### src/rtl/disp_arbiter_pkg.sv
// Shared constants for the two-requester seven-segment display arbiter:
// segment encodings, FSM states and requester ids.
package disp_pkg;

  localparam logic [7:0] SEG_BLANK = 8'hFF;

  // Active-low gfedcba with dp (bit7) off; element n is the glyph for nibble n.
  localparam logic [15:0][7:0] HEX_SEG = {
    8'h8E, 8'h86, 8'hA1, 8'hC6, 8'h83, 8'h88, 8'h90, 8'h80,
    8'hF8, 8'h82, 8'h92, 8'h99, 8'hB0, 8'hA4, 8'hF9, 8'hC0
  };

  typedef enum logic {IDLE, SHOW} state_t;

  localparam logic REQ_A = 1'b0;
  localparam logic REQ_B = 1'b1;

endpackage

### src/rtl/disp_arbiter_if.sv
// Valid/ready request bundle for the two display requesters.
interface disp_arbiter_if;
  logic        a_valid;
  logic [15:0] a_data;
  logic        a_ready;
  logic        b_valid;
  logic [15:0] b_data;
  logic        b_ready;

  modport master (output a_valid, a_data, b_valid, b_data, input a_ready, b_ready);
  modport slave  (input a_valid, a_data, b_valid, b_data, output a_ready, b_ready);
endinterface

### src/rtl/disp_arbiter_hex_to_sseg.sv
// Combinational hex nibble to active-low seven-segment pattern, dp off.
module hex_to_sseg
  import disp_pkg::*;
(
  input  logic [3:0] nibble,
  output logic [7:0] seg
);
  assign seg = HEX_SEG[nibble];
endmodule

### src/rtl/disp_arbiter.sv
// Round-robin arbiter sharing a four-digit seven-segment display between two
// requesters; each accepted value is held for DWELL cycles before the next grant.
module disp_arbiter
  import disp_pkg::*;
#(
  parameter int DWELL = 50_000_000
) (
  input  logic            clk,
  input  logic            reset,
  disp_arbiter_if.slave   req,
  input  logic            blank_lz,
  output logic [7:0]      seg3,
  output logic [7:0]      seg2,
  output logic [7:0]      seg1,
  output logic [7:0]      seg0,
  output logic            owner,
  output logic            busy
);

  localparam int CW = (DWELL > 1) ? $clog2(DWELL) : 1;
  localparam logic [CW-1:0] CNT_LAST = CW'(DWELL - 1);

  state_t        state, state_nxt;
  logic          prio;
  logic [CW-1:0] cnt;
  logic          grant_a, grant_b, xfer, sel;
  logic [15:0]   data;
  logic [7:0]    enc3, enc2, enc1, enc0;
  logic          z3, z2, z1;

  assign grant_a = req.a_valid & (~req.b_valid | (prio == REQ_A));
  assign grant_b = req.b_valid & (~req.a_valid | (prio == REQ_B));
  assign req.a_ready = (state == IDLE) & req.a_valid & grant_a;
  assign req.b_ready = (state == IDLE) & req.b_valid & grant_b;
  assign xfer = req.a_ready | req.b_ready;
  assign sel  = req.b_ready ? REQ_B : REQ_A;
  assign data = (sel == REQ_B) ? req.b_data : req.a_data;
  assign busy = (state == SHOW);

  hex_to_sseg u_hex3 (.nibble(data[15:12]), .seg(enc3));
  hex_to_sseg u_hex2 (.nibble(data[11:8]),  .seg(enc2));
  hex_to_sseg u_hex1 (.nibble(data[7:4]),   .seg(enc1));
  hex_to_sseg u_hex0 (.nibble(data[3:0]),   .seg(enc0));

  // A digit blanks only when it and every more-significant nibble are zero.
  assign z3 = blank_lz & (data[15:12] == 4'h0);
  assign z2 = z3 & (data[11:8] == 4'h0);
  assign z1 = z2 & (data[7:4] == 4'h0);

  always_comb begin
    state_nxt = state;
    case (state)
      IDLE:    if (xfer) state_nxt = SHOW;
      SHOW:    if (cnt == CNT_LAST) state_nxt = IDLE;
      default: state_nxt = IDLE;
    endcase
  end

  always_ff @(posedge clk or posedge reset) begin
    if (reset) state <= IDLE;
    else       state <= state_nxt;
  end

  // Priority always moves to the side that was not just served.
  always_ff @(posedge clk or posedge reset) begin
    if (reset) begin
      cnt  <= '0;
      prio <= REQ_A;
    end else if (xfer) begin
      cnt  <= '0;
      prio <= ~sel;
    end else if (state == SHOW) begin
      cnt  <= cnt + 1'b1;
    end
  end

  always_ff @(posedge clk or posedge reset) begin
    if (reset) begin
      seg3  <= SEG_BLANK;
      seg2  <= SEG_BLANK;
      seg1  <= SEG_BLANK;
      seg0  <= SEG_BLANK;
      owner <= REQ_A;
    end else if (xfer) begin
      seg3  <= z3 ? SEG_BLANK : enc3;
      seg2  <= z2 ? SEG_BLANK : enc2;
      seg1  <= z1 ? SEG_BLANK : enc1;
      seg0  <= {enc0[7] & (sel == REQ_A), enc0[6:0]};
      owner <= sel;
    end
  end

endmodule
### src/flat_wrapper.sv
// flat-port wrapper written by rule: the top's interface ports become plain ports
module disp_arbiter_flat import disp_pkg::*;
#(
  parameter int DWELL = 50_000_000
)
  (clk, reset, blank_lz, seg3, seg2, seg1, seg0, owner, busy, req_a_valid, req_a_data, req_b_valid, req_b_data, req_a_ready, req_b_ready);
  disp_arbiter_if req_i ();
  input  logic clk;
  input  logic reset;
  input  logic blank_lz;
  output logic [7:0] seg3;
  output logic [7:0] seg2;
  output logic [7:0] seg1;
  output logic [7:0] seg0;
  output logic owner;
  output logic busy;
  input wire logic [$bits(req_i.a_valid)-1:0] req_a_valid;
  input wire logic [$bits(req_i.a_data)-1:0] req_a_data;
  input wire logic [$bits(req_i.b_valid)-1:0] req_b_valid;
  input wire logic [$bits(req_i.b_data)-1:0] req_b_data;
  output wire logic [$bits(req_i.a_ready)-1:0] req_a_ready;
  output wire logic [$bits(req_i.b_ready)-1:0] req_b_ready;
  assign req_i.a_valid = req_a_valid;
  assign req_i.a_data = req_a_data;
  assign req_i.b_valid = req_b_valid;
  assign req_i.b_data = req_b_data;
  assign req_a_ready = req_i.a_ready;
  assign req_b_ready = req_i.b_ready;
  disp_arbiter #(.DWELL(DWELL)) u_core (.clk(clk), .reset(reset), .req(req_i), .blank_lz(blank_lz), .seg3(seg3), .seg2(seg2), .seg1(seg1), .seg0(seg0), .owner(owner), .busy(busy));
endmodule
### config.mk
export PLATFORM = sky130hd
export DESIGN_NAME = disp_arbiter_flat
export DESIGN_NICKNAME = d
export VERILOG_FILES = /design/src/rtl/disp_arbiter_pkg.sv /design/src/rtl/disp_arbiter_if.sv /design/src/rtl/disp_arbiter_hex_to_sseg.sv /design/src/rtl/disp_arbiter.sv /design/src/flat_wrapper.sv
export SDC_FILE = /design/constraint.sdc
export NUM_CORES = 1
export LEC_CHECK = 0
export ABC_CLOCK_PERIOD_IN_PS = 2600
export CAP_MARGIN = 20
export CORE_ASPECT_RATIO = 0.6
export CORE_UTILIZATION = 45
export DETAILED_ROUTE_END_ITERATION = 12
export PLACE_DENSITY = 0.73
export SLEW_MARGIN = 25
export SYNTH_ARGS = -nofsm -noshare
export SYNTH_HDL_FRONTEND = slang
export SYNTH_SLANG_ARGS = --single-unit
export TNS_END_PERCENT = 10
### constraint.sdc
create_clock -name clk -period 2.6 [get_ports clk]
set_input_delay 0.78 -clock clk [delete_from_list [all_inputs] [get_ports clk]]
set_output_delay 0.78 -clock clk [all_outputs]
set_load 0.02 [all_outputs]
==> impl_metrics.env <==
export IMPL_rows=26
export IMPL_cts_hold_buf=0
export IMPL_num_io_pins=73
export IMPL_final_common_cell="buf_4"
export IMPL_path_class="in2reg"
export IMPL_cts_sinks=58
export IMPL_status="completed"
export IMPL_yosysSeqAreaShare_pct=35.9
export IMPL_drive_gt1_share_pct=28.6
export IMPL_h_tree_depth=3
export IMPL_clk_pin_slew_ps=50
export IMPL_start_util_pct=47.6
export IMPL_synth_mux_area_share_pct=4.52
export IMPL_synth_async_reset_ratio_pct=100
export IMPL_dieArea_um2=9620
export IMPL_grt_pass1_wl_um=21300
export IMPL_post_dp_hpwl_um=9630
export IMPL_rr_worst_depth=8
export IMPL_grt_max_degree=40
export IMPL_clock_latency_ps=330
export IMPL_cap_viol_max_count=0
export IMPL_max_vdd_ir_drop_mv=0.589
export IMPL_min_path_cells=2
export IMPL_clock_root_buffer="clkbuf_16"
export IMPL_final_cell_mix="buf_4 (88), clkdlybuf4s50_1 (63), nor2_1 (58)"
export IMPL_top_layer_used="met4"
export IMPL_final_core_util_pct=68.5
export IMPL_wirelength_um=12800
export IMPL_grtUsageTotal_pct=28.2
export IMPL_synth_ff_type="dfstp_2"
export IMPL_fin_area_um2=5970
export IMPL_ant_nets=0
export IMPL_antenna_found_initial=0
export IMPL_wl_per_cell_um=17.5
export IMPL_slew_headroom_pct=64.1
export IMPL_fin_skew_ps=7.13
export IMPL_cp_start_kind="primary input"
export IMPL_holdCritPathClass="reg2reg"
export IMPL_place_ws_ps=-653
export IMPL_fin_nets=670
export IMPL_layout_min_cycle_time_ps=2460
export IMPL_coreArea_um2=8720
export IMPL_yosys_register_bits=58
export IMPL_synth_xor_area_share_pct=4.86
export IMPL_met2_length_um=5400
export IMPL_final_max_slew_viol_count=0
export IMPL_rsz0062_at_grt="false"
export IMPL_syn_instance_count=464
export IMPL_cp_arrival_ps=2710
export IMPL_die_w_um=126
export IMPL_powerDensity_nw_per_um2=681
export IMPL_fp_dieH_um=76.4
export IMPL_drt_initial_drc_count=309
export IMPL_tritoncts="built"
export IMPL_setup_viol=0
export IMPL_critPathRequiredTime_ps=2850
export IMPL_synth_edf_count=0
export IMPL_power_total_mw=4.06
export IMPL_cts_buffers=9
export IMPL_routabilityCongestion=0.943
export IMPL_synth_compound_area_share_pct=20.6
export IMPL_syn_to_final_growth_pct=43.9
export IMPL_cp_max_fo=5
export IMPL_yosysWarnings=0
export IMPL_synth_adder_area_share_pct=5.73
export IMPL_grt_ovfl_total=0
export IMPL_drc_errors=0
export IMPL_endpoint_kind="flop"
export IMPL_vias=4301
export IMPL_synth_cell_types=75
export IMPL_synth_simple_gate_area_share_pct=23.9
export IMPL_antenna_cells_inserted=0
export IMPL_io_buffers=69
export IMPL_synthesis_area_um2=4150
export IMPL_tightest_slew_ps=536
export IMPL_synth_avg_cell_area_um2=8.94
export IMPL_synth_top_family_by_area="simple AND/OR/NAND/NOR gates"
export IMPL_grt_pass1_vias=4184
export IMPL_avgViaCountPerCell=5.88
export IMPL_dr_pass1_iters=5
export IMPL_fin_crit_sh_pct=94.5
export IMPL_place_area_um2=5580
export IMPL_p_leak_nw=2.60
export IMPL_timing_final_ws_setup_ps=143
export IMPL_wl_met3_um=1040
export IMPL_fmax_ghz=0.407
export IMPL_route_layer_met1_wl_um=6190
export IMPL_clockBufferDepth=2
export IMPL_hold_violations=0
worst max-delay path, cell delays in order:
cell             delay [ps]
clkdlybuf4s50_1         500
mux2i_4                 230
ha_4                    170
nor4bb_4                270
o2111ai_2               210
o21ai_2                 140
a31oi_4                 150
a31oi_2                 240
cell families after synthesis:
group / Yosys count
AO/OA/AOI/OAI: 126
XOR/XNOR: 23
adder cells (fa/ha/maj): 19
buffers and inverters: 36
flip-flops: 58
multiplexers: 14
other: 1
AND/OR/NAND/NOR: 187
final timing paths:
check                               startpoint             end  slack (ps)
worst max-delay path            req_b_data[12]  u_core.seg1[1]         140
worst min-delay path            u_core.seg2[0]  u_core.seg2[0]         500
worst max register to register     u_core.busy  u_core.seg0[3]         220
worst min register to register  u_core.seg2[0]  u_core.seg2[0]         500
max in group asynchronous                reset  u_core.seg0[0]        1210
min in group asynchronous                reset   u_core.cnt[7]         770
state kept, by name, summed over array words and instances (netlist names):
signal        flops
u_core.busy       1
u_core.cnt       26
u_core.owner      1
u_core.prio       1
u_core.seg0       8
u_core.seg1       7
u_core.seg2       7
u_core.seg3       7
report_power, final:
group / switching [mW] / total [mW] / internal (mW)
Combinational: 0.733 / 1.44 / 0.703
Clock: 0.424 / 1.21 / 0.788
Sequential: 0.176 / 1.42 / 1.24
through the flow:
step	hold slack, ps	setup TNS [ps]	instances
3_3_place_gp	491	-11840	714
4_1_cts	503	0	730
5_1_grt	520	0	731
2_1_floorplan	455	-303	466
3_5_place_dp	492	-14440	714
6_report	499	0	731
timing repair:
| item | in CTS | in global routing |
|---|---|---|
| buffers inserted | 0 | 1 |
| pin swaps | 8 | 7 |
| endpoints found under the setup margin | 28 | 18 |
| resized for setup | 15 | 11 |
cell usage after synthesis, types with 6 or more instances:
master     n  share of area (%)
nand2_1   28                2.5
o21ai_1    8               0.97
xor2_1    16                3.4
ha_1      19                5.7
xnor2_1    7                1.5
dfstp_2   29                 18
mux2i_1    6                1.4
o21ai_0   22                2.7
clkbuf_1   7               0.63
and2_1     6               0.91
and3_1    15                2.3
nand3_1   28                3.4
a21oi_1   21                2.5
buf_2      6               0.72
a211oi_1   6                1.1
nor3_1     8               0.97
nand4_1   10                1.5
a21boi_0   6                1.1
nor2_1    58                5.2
inv_1     10               0.91
a31oi_1   17                2.6
dfrtp_1   29                 17
area by class of cell:
cell class	count	area [um^2]
Sequential cell	58	1490
Multi-Input combinational cell	372	2600
Clock inverter	5	52.6
Clock buffer	11	253
Tap cell	112	140
Inverter	13	51.3
Fill cell	662	2750
Timing Repair Buffer	160	1390
per-layer routing:
metal,vias to the layer above,GRT usage (%)
met2,188,40.9
li1,2014,-
met4,0,8.43
met3,20,6.88
met5,-,0
met1,2079,41.2
No activity file was read; power rests on OpenSTA's default activity.
